<file path="src/rtl/dmem_arb.sv">
// dmem_arb: shares the single-port data memory between the cpu load/store path
// and an external loader/debug master; cpu has priority, ext starvation is bounded.
module dmem_arb #(
  parameter int DW     = 16,
  parameter int AW     = 8,
  parameter int STARVE = 4
) (
  input  logic          clk,
  input  logic          rst,
  input  logic          cpu_req,
  input  logic          cpu_we,
  input  logic [AW-1:0] cpu_addr,
  input  logic [DW-1:0] cpu_wd,
  output logic [DW-1:0] cpu_rd,
  output logic          cpu_stall,
  input  logic          ext_req,
  input  logic          ext_we,
  input  logic [AW-1:0] ext_addr,
  input  logic [DW-1:0] ext_wd,
  output logic          ext_gnt,
  output logic          ext_ack,
  output logic [DW-1:0] ext_rd,
  output logic [AW-1:0] mem_addr,
  output logic [DW-1:0] mem_wd,
  output logic          mem_we,
  input  logic [DW-1:0] mem_rd
);

  localparam int            CW       = (STARVE > 0) ? $clog2(STARVE + 1) : 1;
  localparam logic [CW-1:0] STARVE_C = CW'(STARVE);

  typedef enum logic [0:0] {
    IDLE = 1'b0,
    HOLD = 1'b1
  } state_t;

  state_t        state_r;
  state_t        state_nxt_s;
  logic [CW-1:0] wait_cnt_r;
  logic [CW-1:0] wait_cnt_nxt_s;
  logic          ext_win_s;
  logic          ext_ack_r;
  logic [DW-1:0] ext_rd_r;

  function automatic logic [CW-1:0] sat_inc(input logic [CW-1:0] val, input logic [CW-1:0] lim);
    if (val >= lim) begin
      sat_inc = lim;
    end else begin
      sat_inc = val + CW'(1);
    end
  endfunction

  // Arbitration decision and next state / starvation counter.
  always_comb begin
    ext_win_s      = 1'b0;
    state_nxt_s    = IDLE;
    wait_cnt_nxt_s = {CW{1'b0}};
    case (state_r)
      IDLE: begin
        ext_win_s = ext_req & (~cpu_req | (wait_cnt_r == STARVE_C));
        if (ext_win_s) begin
          state_nxt_s    = HOLD;
          wait_cnt_nxt_s = {CW{1'b0}};
        end else if (ext_req) begin
          state_nxt_s    = IDLE;
          wait_cnt_nxt_s = sat_inc(wait_cnt_r, STARVE_C);
        end else begin
          state_nxt_s    = IDLE;
          wait_cnt_nxt_s = {CW{1'b0}};
        end
      end
      // The ext request is still high from the op just served; it must not be re-served.
      HOLD: begin
        ext_win_s      = 1'b0;
        state_nxt_s    = IDLE;
        wait_cnt_nxt_s = {CW{1'b0}};
      end
      default: begin
        ext_win_s      = 1'b0;
        state_nxt_s    = IDLE;
        wait_cnt_nxt_s = {CW{1'b0}};
      end
    endcase
  end

  // Memory port steering; strobes are forced inactive while reset is held.
  always_comb begin
    mem_addr = cpu_addr;
    mem_wd   = cpu_wd;
    mem_we   = 1'b0;
    if (ext_win_s) begin
      mem_addr = ext_addr;
      mem_wd   = ext_wd;
      mem_we   = rst & ext_we;
    end else begin
      mem_addr = cpu_addr;
      mem_wd   = cpu_wd;
      mem_we   = rst & cpu_we & cpu_req;
    end
    ext_gnt   = rst & ext_win_s;
    cpu_stall = rst & ext_win_s & cpu_req;
  end

  assign cpu_rd  = mem_rd;
  assign ext_ack = ext_ack_r;
  assign ext_rd  = ext_rd_r;

  // State, starvation counter and registered ext response.
  always_ff @(posedge clk or negedge rst) begin
    if (!rst) begin
      state_r    <= IDLE;
      wait_cnt_r <= {CW{1'b0}};
      ext_ack_r  <= 1'b0;
      ext_rd_r   <= {DW{1'b0}};
    end else begin
      state_r    <= state_nxt_s;
      wait_cnt_r <= wait_cnt_nxt_s;
      ext_ack_r  <= ext_win_s;
      if (ext_win_s) begin
        ext_rd_r <= mem_rd;
      end else begin
        ext_rd_r <= ext_rd_r;
      end
    end
  end

endmodule

</file>
<file path="config.mk">
export PLATFORM = sky130hd
export DESIGN_NAME = dmem_arb
export DESIGN_NICKNAME = d
export VERILOG_FILES = /design/src/rtl/dmem_arb.sv
export SDC_FILE = /design/constraint.sdc
export NUM_CORES = 1
export LEC_CHECK = 0
export ABC_AREA = 1
export CAP_MARGIN = 10
export CORE_MARGIN = 2
export CORE_UTILIZATION = 29
export DETAILED_ROUTE_END_ITERATION = 8
export MAX_ROUTING_LAYER = met4
export PLACE_DENSITY = 0.84
export SYNTH_ARGS = -nofsm -noshare
export SYNTH_HDL_FRONTEND = slang
export SYNTH_SLANG_ARGS = --single-unit
</file>
<file path="constraint.sdc">
create_clock -name clk -period 1.6 [get_ports clk]
set_input_delay 0.24 -clock clk [delete_from_list [all_inputs] [get_ports clk]]
set_output_delay 0.24 -clock clk [all_outputs]
set_load 0.01 [all_outputs]
</file>
==> out/metrics.yaml, run 1 <==
setup_path:
  path_class: "reg2out"
  crit-reg2reg-launch: "wait_cnt_r[1]"
  r2r-end: "ext_rd[10]"
  start_kind: "flip-flop"
  cp-end-kind: "output pin"
  cp.arrival_ps: 1590
  required_ps: 1360
  crit_fanout: 5
  r2r_cells: 11
  rrSetupSlack_ps: -10
power_and_ir_drop:
  finalPower_mw: 1.94
  leakage_nw: 1.47
  powerDensity_nw_per_um2: 645
  switching_share_pct: 28.0
  p_switching_mw: 0.543
  internal-power_mw: 1.39
  p_comb_share_pct: 43.2
  seq_power_share_pct: 31.3
  clkPwrFrac_pct: 25.5
  ir_worst_vdd_v: 0.000673
run_status:
  outcome: "finished, violations left"
  violations: "negative setup slack"
sta:
  finalSetupViolCount: 33
  hold_viol: 0
  timing.final.crit_share_pct: 114
  slew_headroom_pct: 88.7
  tightest_slew_ps: 169
  period_needed_ps: 1830
  fmax_mhz: 548
  drv_slew: 0
  rsz0062_at_grt: "yes"
  layout_setup_ws_ps: -225
  fin_skew_ps: 2.21
logic_synthesis:
  ys_types: 16
  ys_seq_elements: 20
  synth_top_area_share_pct: 34.5
  yosysTopAreaCell: "dfrtp_1"
  ys_warn_count: 0
  synth_fp_nets: 270
  seq_area_frac_synth_pct: 34.5
  synth_area_sq_um: 1450
  syn_area_per_cell_sq_um: 7.33
  ys_top_cells_by_area: "dfrtp_1 34%, nand2_1 20%, nand3_1 14%"
  syn_inst: 198
detailed_routing:
  routed_wirelength_um: 5220
  routedWlPerCell_um: 13.0
  ant_nets: 0
  drt-initial-drc-count: 51
  drc: 0
  vias_per_cell: 4.39
  firstDrtPassIters: 4
  vias: 1771
final_layout:
  fin_area_sq_um: 3000
  antenna_cells: 0
  nNetsFinal: 409
  drive_above_1_share_pct: 28.3
  area_growth_pct: 107
placement:
  io_buffers: 129
  gp_congestion: 0.723
  placed_area_sq_um: 2720
  dp_hpwl_um: 3690
floorplan:
  coreArea_sq_um: 4790
  dieArea_sq_um: 5590
  die_w_um: 74.7
  die_h_um: 74.7
  rows: 25
  initial_core_util_pct: 30.3
  io_pins: 130
clock_network:
  ctsRootBufferMaster: "clkbuf_8"
  path_clk_slew_ps: 70
  hold_buffers: 0
  numCtsBuffers: 3
  ctsLongestPathBuffers: 2
  htree_levels: 1
  cts_sinks: 20
  clk-insertion-delay-late_ps: 250
  tritoncts: "built"
flow_run:
  max_cap_viol_count: 0
global_routing:
  antenna_found_initial: 0
  global_route.overflow_total: 0
  grt_pass1_vias: 1679
  grt_start_max_net_pins: 27
  grt_first_pass_wirelength_um: 7530
  track_usage_pct: 17.8
hold_path:
  min_path_type: "in2async"
-- per-layer routing --
layer | vias to the layer above | track usage (%) | part of all wire [%]
li1 | 884 | - | -
met3 | 4 | 2.81 | 9.7
met5 | - | - | 0
met1 | 788 | 20.4 | 40
met2 | 95 | 32.4 | 50
met4 | 0 | 4.17 | 0.98
-- sequential cells by signal, indices dropped and copies added, names as in the netlist --
name        flops
ext_rd         16
ext_ack         1
wait_cnt_r      3
-- per-stage QoR --
stage	setup TNS, ps	std cells	worst slack [ps]	hold slack (ps)	utilization (%)
after floorplan	0	198	254	-55.6	-
after global placement	-11890	382	-480	452	56.9
after detailed placement	-12540	382	-489	458	56.9
after CTS	-5810	398	-265	390	60.3
after global routing	-8400	403	-306	400	62.8
final	-4850	403	-225	389	62.8
-- cell type report --
cell class / instances / area (sq um)
Clock buffer: 3 / 41.3
Timing Repair Buffer: 160 / 1550
Sequential cell: 20 / 502
Fill cell: 440 / 1780
Tap cell: 67 / 83.8
Multi-Input combinational cell: 143 / 763
Inverter: 9 / 33.8
Clock inverter: 1 / 30.0
-- worst max-delay path, cell delays in order, from the launching register on --
cell and delay [ps]:
dfrtp_1 380, inv_1 60, ha_2 160, nand2_2 60, nand2_4 120, buf_12 120
nand2_8 60, buf_6 130, nand2_1 60, nand2_1 40, buf_2 130
-- timing repair --
item                       CTS  global route
cloned                       3             1
pin swaps                    5             4
setup buffers                9             5
hold endpoints to repair     0             0
gates resized for setup    106            35
setup endpoints to repair   28            45
-- worst max path at each step --
stage	from	endpoint	slack (ps)	cells past startpoint
2_1_floorplan	wait_cnt_r[0]	mem_addr[0]	250	8
3_3_place_gp	ext_req	mem_wd[6]	-480	7
3_5_place_dp	ext_req	mem_we	-490	7
4_1_cts	wait_cnt_r[0]	mem_wd[6]	-270	9
5_1_grt	wait_cnt_r[0]	mem_wd[14]	-310	10
6_report	wait_cnt_r[1]	mem_wd[3]	-230	10
-- logic make-up after synthesis --
| family | synth area share, % |
|---|---|
| simple gates | 44.3 |
| buf+inv | 19.5 |
| flops | 34.5 |
| fa+ha+maj | 1.72 |
-- cell usage in the layout, fill, tap and decap left out, drive strengths merged --
cell type	count
buf	56
bufinv	1
clkbuf	5
clkdlybuf4s50	101
dfrtp	20
dlymetal6s2s	1
ha	2
inv	9
nand2	92
nand3	41
nor2	6
nor3	2
-- Yosys cell counts --
cell     count
buf_12       1
buf_4       20
buf_6        7
dfrtp_1     20
ha_1         2
inv_1        7
inv_2        2
nand2_1     79
nand2_2      9
nand2_4      1
nand2_8      1
nand3_1     41
nor2_1       3
nor2_2       2
nor2_8       1
nor3_1       2
-- power by group through the flow --
stage | sequential (mW) | clock (mW) | combinational (mW)
2_1_floorplan | 0.645 | 0 | 0.276
3_3_place_gp | 0.612 | 0 | 0.776
3_5_place_dp | 0.616 | 0 | 0.786
4_1_cts | 0.607 | 0.504 | 0.805
5_1_grt | 0.616 | 0.530 | 0.902
6_report | 0.606 | 0.495 | 0.837
No activity file was read; power rests on OpenSTA's default activity.
==> inputs of run 2 (changes only) <==
Settings changed: ABC_AREA 1 to default, CORE_MARGIN 2 to default, PLACE_DENSITY 0.84 to 0.86.
==> run 2 against run 1 <==
Effect of this change:
- the flow finishes with violations (design-rule violations, negative setup slack)
- clock power barely moved
- sequential share of layout area decreased by 0.14 points
- total power up 6.6%
- sequential power up 3.5%
- critical path depth fell by 2
- synthesized cell count shrank 49%
- routed wire length fell by 8.4%
- final cell count is 28% lower
- critical path type unchanged
- highest routed layer unchanged
==> out/metrics.yaml, run 2 <==
global_routing:
  grt_start_max_net_pins: 18  # -33%
  grt_pass1_vias: 1422  # -15%
  antenna_found_initial: 0  # unchanged
  track_usage_pct: 19.5  # +1.8 points
  grt_first_pass_wirelength_um: 7290  # -3.3%
  global_route.overflow_total: 0  # unchanged
final_layout:
  final_cell_mix: "102 x clkdlybuf4s50_1, 40 x mux2_4, 33 x buf_6"
  fin_cells: 291  # -28%
  nFillCells: 328  # -25%
  multiInputGateArea_sq_um: 751  # -1.6%
  seqCellArea_sq_um: 500  # -0.25%
  area_growth_pct: 121
  largest_register_ffs: 16  # unchanged
  antenna_cells: 0  # unchanged
  nNetsFinal: 312  # -24%
  drive_above_1_share_pct: 42.7  # +14 points
  final_common_cell: "clkdlybuf4s50_1"
sta:
  tightest_slew_ps: 271  # +102 ps
  period_needed_ps: 2020  # +198 ps
  finalSetupViolCount: 41  # +24%
  layout_setup_ws_ps: -423  # -198 ps
  fmax_mhz: 494  # -9.8%
  slew_headroom_pct: 81.9  # -6.8 points
  hold_viol: 0  # unchanged
  fin_skew_ps: 8.08  # +5.88 ps
  timing.final.crit_share_pct: 126  # +12 points
  drv_slew: 0  # unchanged
  rsz0062_at_grt: "yes"
clock_network:
  clk-insertion-delay-late_ps: 260  # about the same
  hold_buffers: 0  # unchanged
  cts_sinks: 20  # unchanged
  ctsRootBufferMaster: "clkbuf_8"
  tritoncts: "built"
  htree_levels: 1  # unchanged
  ctsLongestPathBuffers: 2  # unchanged
  path_clk_slew_ps: 70  # about the same
  numCtsBuffers: 3  # unchanged
setup_path:
  cp_slowest_cell: "dfrtp_1"
  path_delay_family: "buffers and inverters"
  start_kind: "flip-flop"
  cp.arrival_ps: 1780  # +190 ps
  critPathMaxStageDelay_ps: 390  # about the same
  cpMostUsedCell: "buf_6"
  crit_fanout: 6  # +1
  rrSetupSlack_ps: -130  # -120 ps
  r2r_cells: 9  # -2
  worstPathCellList: "inv_2, ha_4, a21boi_4, nor2_4, buf_6, buf_16, mux2_4, buf_6"
  path_buf_inv: 4  # unchanged
  r2r-end: "ext_rd[9]"
  path_class: "reg2out"
  required_ps: 1360  # about the same
  crit-reg2reg-launch: "wait_cnt_r[1]"
  cp-end-kind: "output pin"
power_and_ir_drop:
  powerDensity_nw_per_um2: 683  # +5.9%
  ir_worst_vdd_v: 0.000461  # -31%
  finalPower_mw: 2.07  # +6.6%
  leakage_nw: 1.36  # -7.7%
logic_synthesis:
  synth_commonest_cells: "30 x mux2_4, 20 x dfrtp_1, 16 x buf_4, 8 x mux2_2, 4 x buf_6"
  ys_warn_count: 0  # unchanged
  syn_area_per_cell_sq_um: 13.5  # +85%
  synth_area_sq_um: 1370  # -5.8%
  syn_inst: 101  # -49%
  synthMostInstantiatedCell: "mux2_4"
  synth_top_area_share_pct: 36.6  # +2.1 points
  synth_fp_nets: 173  # -36%
  async_reset_ff_share_pct: 100  # unchanged
  seq_area_frac_synth_pct: 36.6  # +2.1 points
  ys_top_cells_by_area: "dfrtp_1 37%, mux2_4 33%, buf_4 8.8%"
  synthFlopType: "dfrtp_1"
  synth_edf_count: 0  # unchanged
  ys_types: 21  # +5
  ys_seq_elements: 20  # unchanged
  yosysTopAreaCell: "dfrtp_1"
placement:
  io_buffers: 129  # unchanged
  dp_cells: 274  # -28%
  gp_congestion: 0.725  # +0.33%
  dp_hpwl_um: 3480  # -5.7%
  dp_worst_setup_slack_ps: -685  # -196 ps
detailed_routing:
  met1_length_um: 1670  # -19%
  wl_met3_um: 469  # -7.7%
  vias_per_cell: 4.50  # +2.4%
  route.top_layer_used: "met4"
  firstDrtPassIters: 6  # +2
  vias: 1310  # -26%
  routedWlPerCell_um: 16.4  # +27%
  drt-initial-drc-count: 47  # -7.8%
  dr_wl_met2_um: 2570  # -1.2%
  routed_wirelength_um: 4780  # -8.4%
  ant_nets: 0  # unchanged
  drc: 26  # +26
hold_path:
  min_path_type: "in2async"
run_status:
  violations: "design-rule violations, negative setup slack"
  outcome: "finished, violations left"
flow_run:
  max_cap_viol_count: 0  # unchanged
floorplan:
  initial_core_util_pct: 30.8  # +0.44 points
  coreArea_sq_um: 4440  # -7.1%
  dieArea_sq_um: 4990  # -11%
  die_w_um: 70.7  # -5.5%
  io_pins: 130  # unchanged
  rows: 24  # -4.0%
  die_h_um: 70.7  # -5.5%
-- run 2: cell count changes after synthesis, sizes merged, moves of 3 or more --
cell   delta
nand3    -39
nand2    -88
buf       -8
nor2      -3
mux2     +40
inv       -6
-- run 2: worst max path at each step --
stage / start / to / slack, ps / cells after the start
6_report: wait_cnt_r[1] / mem_wd[6] / -420 / 8
3_3_place_gp: cpu_req / mem_wd[7] / -640 / 6
4_1_cts: wait_cnt_r[0] / mem_wd[13] / -430 / 8
5_1_grt: wait_cnt_r[0] / mem_wd[6] / -500 / 8
2_1_floorplan: wait_cnt_r[0] / mem_addr[0] / -6 / 6
3_5_place_dp: cpu_req / mem_wd[7] / -690 / 6
-- run 2: timing repair --
action	in CTS	in global routing
gates resized for setup	147	8
cloned	4	0
pin swaps	3	4
setup buffers	8	3
setup endpoints to repair	41	44
-- run 2: area by class of cell --
class | count | share of cell area, %
timing repair buffer | 154 | 53.7
multi-input combinational | 58 | 24.8
sequential | 20 | 16.6
tap | 52 | 2.15
clock buffer | 3 | 1.37
clock inverter | 1 | 0.994
inverter | 3 | 0.373
-- run 2: layer usage --
layer	vias to the layer above	GRT usage, %
met5	-	-
met4	0	5.78
met3	8	4.84
met2	73	36.2
met1	615	20.4
li1	614	-
-- run 2: stage by stage --
step	util [%]	TNS, ps	cell area [sq um]	hold slack, ps
2_1_floorplan	-	-58.9	1430	-55.6
3_3_place_gp	61.0	-19460	2710	492
3_5_place_dp	61.0	-21340	2710	491
4_1_cts	67.7	-12240	3010	213
5_1_grt	68.0	-15140	3020	222
6_report	68.0	-11800	3020	223
-- run 2: cells by family after synthesis --
| group | count (synthesis) | share of synthesized area, % |
|---|---|---|
| adder cells (fa/ha/maj) | 2 | 1.83 |
| AO/OA/AOI/OAI | 3 | 1.83 |
| AND/OR/NAND/NOR | 12 | 4.94 |
| flip-flops | 20 | 36.6 |
| multiplexers | 41 | 41.9 |
| buffers and inverters | 23 | 12.9 |
-- run 2: where the power goes --
| group | internal (mW) | total, mW | switching (mW) | leakage [nW] |
|---|---|---|---|---|
| registers | 0.582 | 0.627 | 0.0448 | 0.242 |
| clock network | 0.334 | 0.498 | 0.164 | 0.0357 |
| logic | 0.652 | 0.940 | 0.288 | 1.08 |
==> inputs of run 3 (changes only) <==
Settings changed: CTS_BUF_LIST from default to sky130_fd_sc_hd__clkbuf_4 sky130_fd_sc_hd__clkbuf_8.
==> results of run 3 <==
The final DEF is identical to that of run 2; final timing and power are the same.
